==> config.mk <==
export PLATFORM = sky130hd
export DESIGN_NAME = pwl_sequencer_flat
export DESIGN_NICKNAME = d
export VERILOG_FILES = /design/src/rtl/pwl_sequencer_if.sv /design/src/rtl/pwl_sequencer.sv /design/src/flat_wrapper.sv
export SDC_FILE = /design/constraint.sdc
export NUM_CORES = 2
export LEC_CHECK = 0
export BUFFER_PORTS_ARGS = -buffer_cell sky130_fd_sc_hd__buf_4
export CORE_AREA = 2 2 428 430
export DETAILED_ROUTE_END_ITERATION = 16
export DIE_AREA = 0 0 430 432
export PLACE_DENSITY = 0.56
export SETUP_SLACK_MARGIN = 0.2
export SYNTH_ARGS = -nofsm -noshare
export SYNTH_HDL_FRONTEND = slang
export SYNTH_SLANG_ARGS = --single-unit
==> constraint.sdc <==
create_clock -name aclk -period 4.6 [get_ports aclk]
set_clock_uncertainty 0.2 [all_clocks]
set_input_delay 0.23 -clock aclk [delete_from_list [all_inputs] [get_ports aclk]]
set_output_delay 0.23 -clock aclk [all_outputs]
set_load 0.02 [all_outputs]
==> src/rtl/pwl_sequencer_if.sv <==
// Parameter bundle carrying the piecewise-linear waveform table from the configurator.
interface IParams #(
    parameter int unsigned PARAM_SIZE = 32,
    parameter int unsigned POINTS     = 9
);
    logic [PARAM_SIZE-1:0] linea       [POINTS];
    logic [PARAM_SIZE-1:0] linet       [POINTS];
    logic [PARAM_SIZE-1:0] linet_int   [POINTS];
    logic [PARAM_SIZE-1:0] linenmb;
    logic [PARAM_SIZE-1:0] repeatcycle;

    modport in (input linea, input linet, input linet_int, input linenmb, input repeatcycle);
endinterface

==> src/rtl/pwl_sequencer.sv <==
// Walks a latched PWL table and issues one segment descriptor per line over valid/ready,
// timing each segment and repeating the table a configurable number of passes.
module pwl_sequencer #(
    parameter int unsigned PARAM_SIZE = 32,
    parameter int unsigned POINTS     = 9
) (
    input  logic                       aclk,
    input  logic                       aresetn,
    IParams.in                         prm,
    input  logic                       start,
    input  logic                       stop,
    output logic                       seg_valid,
    input  logic                       seg_ready,
    output logic [$clog2(POINTS)-1:0]  seg_idx,
    output logic [PARAM_SIZE-1:0]      seg_a0,
    output logic [PARAM_SIZE-1:0]      seg_a1,
    output logic [PARAM_SIZE-1:0]      seg_dur,
    output logic [PARAM_SIZE-1:0]      seg_int,
    output logic                       seg_last,
    output logic [PARAM_SIZE-1:0]      pass_cnt,
    output logic                       busy,
    output logic                       done,
    output logic                       aborted,
    output logic                       cfg_err
);
    localparam int unsigned IW = $clog2(POINTS);
    localparam int unsigned PS = PARAM_SIZE;

    typedef enum logic [2:0] {S_IDLE, S_LOAD, S_ISSUE, S_WAIT, S_NEXT, S_DONE} state_t;

    state_t          state;
    logic [PS-1:0]   linea_s [POINTS];
    logic [PS-1:0]   linet_s [POINTS];
    logic [PS-1:0]   lint_s  [POINTS];
    logic [PS-1:0]   rep_s;
    logic [IW-1:0]   nseg;
    logic [PS-1:0]   cnt;
    logic            stop_pend;

    logic            clamp_c;
    logic [IW-1:0]   nseg_c;
    logic            end_pass_c;
    logic            more_pass_c;
    logic            load_desc_c;
    logic [IW-1:0]   load_idx_c;
    logic [PS-1:0]   pass_inc_c;

    // Segment-count clamp, end-of-pass/repeat decisions and next descriptor index
    always_comb begin
        clamp_c     = (prm.linenmb == '0) || (prm.linenmb > PS'(POINTS - 1));
        nseg_c      = clamp_c ? IW'(POINTS - 1) : IW'(prm.linenmb);
        end_pass_c  = (seg_idx == IW'(nseg - IW'(1)));
        pass_inc_c  = pass_cnt + PS'(1);
        more_pass_c = (rep_s == '0) || (pass_inc_c < rep_s);
        load_desc_c = !stop && ((state == S_LOAD) ||
                                ((state == S_NEXT) && (!end_pass_c || more_pass_c)));
        load_idx_c  = ((state == S_NEXT) && !end_pass_c) ? IW'(seg_idx + IW'(1)) : '0;
    end

    // Snapshot of the whole parameter bundle when a run is started
    always_ff @(posedge aclk or negedge aresetn) begin
        if (!aresetn) begin
            for (int k = 0; k < int'(POINTS); k++) begin
                linea_s[k] <= '0;
                linet_s[k] <= '0;
                lint_s[k]  <= '0;
            end
            rep_s <= '0;
            nseg  <= '0;
        end else if ((state == S_IDLE) && start) begin
            for (int k = 0; k < int'(POINTS); k++) begin
                linea_s[k] <= prm.linea[k];
                linet_s[k] <= prm.linet[k];
                lint_s[k]  <= prm.linet_int[k];
            end
            rep_s <= prm.repeatcycle;
            nseg  <= nseg_c;
        end
    end

    // Descriptor fields, loaded on entry to ISSUE and frozen until the handshake
    always_ff @(posedge aclk or negedge aresetn) begin
        if (!aresetn) begin
            seg_idx  <= '0;
            seg_a0   <= '0;
            seg_a1   <= '0;
            seg_dur  <= '0;
            seg_int  <= '0;
            seg_last <= 1'b0;
        end else if (load_desc_c) begin
            seg_idx  <= load_idx_c;
            seg_a0   <= linea_s[load_idx_c];
            seg_a1   <= linea_s[IW'(load_idx_c + IW'(1))];
            seg_dur  <= (linet_s[load_idx_c] == '0) ? PS'(1) : linet_s[load_idx_c];
            seg_int  <= lint_s[load_idx_c];
            seg_last <= (load_idx_c == IW'(nseg - IW'(1)));
        end
    end

    // Sequencer FSM with registered handshake and status outputs
    always_ff @(posedge aclk or negedge aresetn) begin
        if (!aresetn) begin
            state     <= S_IDLE;
            seg_valid <= 1'b0;
            pass_cnt  <= '0;
            busy      <= 1'b0;
            done      <= 1'b0;
            aborted   <= 1'b0;
            cfg_err   <= 1'b0;
            cnt       <= '0;
            stop_pend <= 1'b0;
        end else begin
            done    <= 1'b0;
            aborted <= 1'b0;
            case (state)
                S_IDLE: begin
                    if (start) begin
                        state     <= S_LOAD;
                        busy      <= 1'b1;
                        pass_cnt  <= '0;
                        cfg_err   <= clamp_c;
                        stop_pend <= 1'b0;
                    end
                end
                S_LOAD: begin
                    if (stop) begin
                        state   <= S_DONE;
                        done    <= 1'b1;
                        aborted <= 1'b1;
                    end else begin
                        state     <= S_ISSUE;
                        seg_valid <= 1'b1;
                    end
                end
                S_ISSUE: begin
                    // a stop here must wait for the handshake; remember it
                    if (stop) begin
                        stop_pend <= 1'b1;
                    end
                    if (seg_ready) begin
                        seg_valid <= 1'b0;
                        cnt       <= PS'(1);
                        if (stop || stop_pend) begin
                            state   <= S_DONE;
                            done    <= 1'b1;
                            aborted <= 1'b1;
                        end else begin
                            state <= S_WAIT;
                        end
                    end
                end
                S_WAIT: begin
                    if (stop) begin
                        state   <= S_DONE;
                        done    <= 1'b1;
                        aborted <= 1'b1;
                    end else if (cnt >= seg_dur) begin
                        state <= S_NEXT;
                    end else begin
                        cnt <= cnt + PS'(1);
                    end
                end
                S_NEXT: begin
                    if (stop) begin
                        state   <= S_DONE;
                        done    <= 1'b1;
                        aborted <= 1'b1;
                    end else begin
                        if (end_pass_c) begin
                            pass_cnt <= pass_inc_c;
                        end
                        if (load_desc_c) begin
                            state     <= S_ISSUE;
                            seg_valid <= 1'b1;
                        end else begin
                            state <= S_DONE;
                            done  <= 1'b1;
                        end
                    end
                end
                S_DONE: begin
                    state <= S_IDLE;
                    busy  <= 1'b0;
                end
                default: state <= S_IDLE;
            endcase
        end
    end
endmodule
==> src/flat_wrapper.sv <==
// flat-port wrapper written by rule: the top's interface ports become plain ports
module pwl_sequencer_flat 
#(
    parameter int unsigned PARAM_SIZE = 32,
    parameter int unsigned POINTS     = 9
)
  (aclk, aresetn, start, stop, seg_valid, seg_ready, seg_idx, seg_a0, seg_a1, seg_dur, seg_int, seg_last, pass_cnt, busy, done, aborted, cfg_err, prm_linea, prm_linet, prm_linet_int, prm_linenmb, prm_repeatcycle);
  IParams #(.PARAM_SIZE(PARAM_SIZE), .POINTS(POINTS)) prm_i ();
  input  logic aclk;
  input  logic aresetn;
  input  logic start;
  input  logic stop;
  output logic seg_valid;
  input  logic seg_ready;
  output logic [$clog2(POINTS)-1:0] seg_idx;
  output logic [PARAM_SIZE-1:0] seg_a0;
  output logic [PARAM_SIZE-1:0] seg_a1;
  output logic [PARAM_SIZE-1:0] seg_dur;
  output logic [PARAM_SIZE-1:0] seg_int;
  output logic seg_last;
  output logic [PARAM_SIZE-1:0] pass_cnt;
  output logic busy;
  output logic done;
  output logic aborted;
  output logic cfg_err;
  input wire logic [$bits(prm_i.linea)-1:0] prm_linea;
  input wire logic [$bits(prm_i.linet)-1:0] prm_linet;
  input wire logic [$bits(prm_i.linet_int)-1:0] prm_linet_int;
  input wire logic [$bits(prm_i.linenmb)-1:0] prm_linenmb;
  input wire logic [$bits(prm_i.repeatcycle)-1:0] prm_repeatcycle;
  assign prm_i.linea = {>>{prm_linea}};
  assign prm_i.linet = {>>{prm_linet}};
  assign prm_i.linet_int = {>>{prm_linet_int}};
  assign prm_i.linenmb = prm_linenmb;
  assign prm_i.repeatcycle = prm_repeatcycle;
  pwl_sequencer #(.PARAM_SIZE(PARAM_SIZE), .POINTS(POINTS)) u_core (.aclk(aclk), .aresetn(aresetn), .prm(prm_i), .start(start), .stop(stop), .seg_valid(seg_valid), .seg_ready(seg_ready), .seg_idx(seg_idx), .seg_a0(seg_a0), .seg_a1(seg_a1), .seg_dur(seg_dur), .seg_int(seg_int), .seg_last(seg_last), .pass_cnt(pass_cnt), .busy(busy), .done(done), .aborted(aborted), .cfg_err(cfg_err));
endmodule
==> flow_summary.yaml <==
synthesis:
  synth_most_common_cell: "nand2_1"
  yosysWarnings: 0
  yosys.area.top_type: "dfrtp_1"
  synth_seq_cells: 1106
  synthCells: 6408
  synthFlopType: "dfrtp_1"
  netlist.area_leader.share_pct: 51.7
  synthArstFlopShare_pct: 100
  yosys-top-cells-area: "dfrtp_1, nand2_1, mux4_2, clkbuf_1, a21oi_1"
  syn_avg_cell_area_um2: 8.35
  synth_area_um2: 53500
  yosys.cell_types.count: 77
  syn_nets: 7409
  yosys-top-cells-count: "nand2_1, dfrtp_1, clkbuf_1"
  synth_edf_count: 0
  yosysSeqAreaShare_pct: 51.7
global_route:
  met1_usage_pct: 34.7
  grt.overflow.total: 0
  top_usage_layer: "met2"
  grt_pass1_wl_um: 399000
  grt_pass1_vias: 61800
  antenna_found_initial: 103
  grtUsageTotal_pct: 28.7
  grtUsageMet2_pct: 46.3
  met3_usage_pct: 6.35
  grt_start_max_net_pins: 212
drt:
  dr.pass1.iters: 6
  num_vias: 60900
  drt.antenna.violating_nets: 0
  drt_drc_violations_left: 0
  wl_per_cell_um: 24.0
  via_per_inst: 5.23
  drtIter0Drc: 6111
  drt_wl_total_um: 280000
placement:
  io_buffers: 1102
  hpwl_um: 178000
  pre_cts_slack_ps: 46.7
  placed_area_um2: 65000
  place.gp.congestion: 0.950
power_and_ir_drop:
  p_leak_uw: 0.0424
  power.share.clock_pct: 22.6
  combPwrFrac_pct: 41.0
  p_int_uw: 28900
  p_sw_uw: 20400
  ir_drop_mv: 0.380
  totalPowerFinal_uw: 49300
  p_per_area_nw_per_um2: 561
  netSwitchingFraction_pct: 41.3
  power_frac_seq_pct: 36.4
clock_network:
  clkTransAtPathRegs_ps: 60
  cts-root-buf: "clkbuf_16"
  htreeDepth: 4
  cts_made_buffers: 135
  cts_sinks: 1106
  cts_tree: "done"
  clk_latency_ps: 790
  clock_tree.buffer_depth: 3
layout:
  multi_input_area_um2: 24800
  regArea_um2: 27700
  layout.nets: 10100
  final_util_pct: 48.4
  fin_area_um2: 87900
  fillers: 16300
  drive_gt1_share_pct: 19.8
  syn2layout_area_growth_pct: 64.2
floorplanning:
  die_w_um: 430
  coreArea_um2: 182000
  rows: 157
  die_h_um: 432
  die-area_um2: 186000
  pin_count: 1103
  initial_utilization_pct: 29.5
min_path:
  whs_endpoint: "u_core.linet_s[159]$_DFFE_PN0P_"
  min_from: "prm_linet[159]"
  hold_class: "primary input to flop"
  holdPathStages: 4
setup_path:
  r2r-start: "u_core.pass_cnt[0]$_DFFE_PN0P_"
  crit_arrival_ps: 4850
  critical_path_class: "flop to flop"
  r2r_end: "u_core.seg_int[1]$_DFFE_PN0P_"
  crit_path_end_kind: "flop"
  required_ps: 5060
  start_kind: "flop"
  rr_worst_depth: 21
  crit_fanout: 10
  r2r_setup_slack_ps: 210
timing:
  fin_crit_sh_pct: 95.4
  hold_violations: 0
  maxSlewHeadroom_pct: 14.7
  fmax_mhz: 228
  finalSetupViolations: 0
  layout_min_cycle_time_ps: 4390
  tns_ps: 0
  worst_pin_slew_ps: 1280
  layout_setup_ws_ps: 211
  rsz0062_at_grt: "true"
  finalMaxSlewViolations: 0
run_status:
  outcome: "finished clean"
run:
  cap_violations: 0
power groups by stage:
stage | clock network [uW] | registers [uW] | logic, uW
2_1_floorplan | 0 | 16900 | 10100
3_3_place_gp | 0 | 17700 | 16700
3_5_place_dp | 0 | 17700 | 17000
4_1_cts | 11300 | 17600 | 18700
5_1_grt | 11700 | 18300 | 22000
6_report | 11100 | 18000 | 20200
state kept, by name, summed over array words and instances, names as in the netlist, 3 cells and up:
register and cells:
u_core.linea_s 288, u_core.linet_s 288, u_core.lint_s 288, u_core.cnt 32, u_core.pass_cnt 32, u_core.rep_s 32, u_core.seg_a0 32, u_core.seg_a1 32
u_core.seg_dur 32, u_core.seg_int 32, u_core.nseg 4, u_core.seg_idx 4, u_core.state 3
worst max-delay path by stage:
| stage | start | end | cells after the start | slack [ps] |
|---|---|---|---|---|
| floorplan | u_core.pass_cnt[5]$_DFFE_PN0P_ | u_core.state[0]$_DFFE_PN0P_ | 21 | 200 |
| global placement | u_core.pass_cnt[5]$_DFFE_PN0P_ | u_core.seg_dur[4]$_DFFE_PN0P_ | 17 | 60 |
| detailed placement | u_core.pass_cnt[1]$_DFFE_PN0P_ | u_core.seg_dur[4]$_DFFE_PN0P_ | 20 | 50 |
| CTS | u_core.pass_cnt[9]$_DFFE_PN0P_ | u_core.seg_int[16]$_DFFE_PN0P_ | 20 | 180 |
| global route | u_core.pass_cnt[7]$_DFFE_PN0P_ | u_core.seg_int[20]$_DFFE_PN0P_ | 20 | 40 |
| finish | u_core.pass_cnt[0]$_DFFE_PN0P_ | u_core.seg_int[1]$_DFFE_PN0P_ | 21 | 210 |
through the flow:
stage | instances | hold slack (ps)
2_1_floorplan | 6408 | -266
3_3_place_gp | 9608 | 150
3_5_place_dp | 9608 | 132
4_1_cts | 11500 | 0.449
5_1_grt | 11600 | 16.4
6_report | 11600 | 43.2
critical path, cell delays in order (launching register included):
cell and delay [ps]:
dfrtp_2 400, ha_4 180, nand3_4 80, nor2_4 130, nand2_2 80, nor3_4 210, and3_4 210, and3_4 200
and2_4 180, nand4_1 130, xnor2_2 190, ha_1 320, nand4_1 100, nor2_2 60, o211ai_1 70, a21oi_1 60
a2111o_2 520, o21ai_4 250, buf_12 210, buf_12 170, clkbuf_16 210, a21oi_1 70
final cells by class:
class                   count  share of cell area [%]
diodes                     89                   0.253
clock buffers             199                    4.54
clock inverters            43                   0.626
inverters                  79                   0.346
multi-input cells        4786                    28.2
flip-flops and latches   1106                    31.5
well taps                2385                    3.40
repair buffers           2956                    31.1
layout by cell type, fill, tap and decap left out, types with 64 or more instances in the layout:
master	n
nand2_1	3019
dlygate4sd3_1	1649
buf_4	1224
dfrtp_1	1101
nor2_1	238
a21oi_1	231
nand3_1	166
clkbuf_16	148
o221ai_1	133
o21ai_0	128
diode_2	89
inv_1	78
mux2i_1	78
a31oi_1	70
ha_1	65
mux4_2	64
timing repair:
action,CTS,global route
gates resized for setup,26,180
endpoints found under the setup margin,105,138
pin swaps,15,45
gates cloned,9,16
buffers inserted,12,17
hold endpoints to repair,1657,0
hold buffers,1650,0
routing by layer:
layer / vias up / wire length, um
met2: 3354 / 131000
li1: 26600 / -
met3: 1092 / 22100
met5: - / 132
met1: 29900 / 106000
met4: 20 / 20300
kinds of logic (layout without fill, tap and decap cells):
kind of cell	Yosys count	count (layout)	synth area share, %
AOI/OAI and AO/OA	802	809	9.84
xor gates and xnor gates	44	44	0.800
adders and majority gates	68	68	1.59
buffers and inverters	524	3277	3.81
DFF	1106	1106	51.7
muxes	189	189	5.14
other	0	89	0
and+or+nand+nor	3675	3676	27.1
Note: power is estimated with default switching activity, not from simulation.
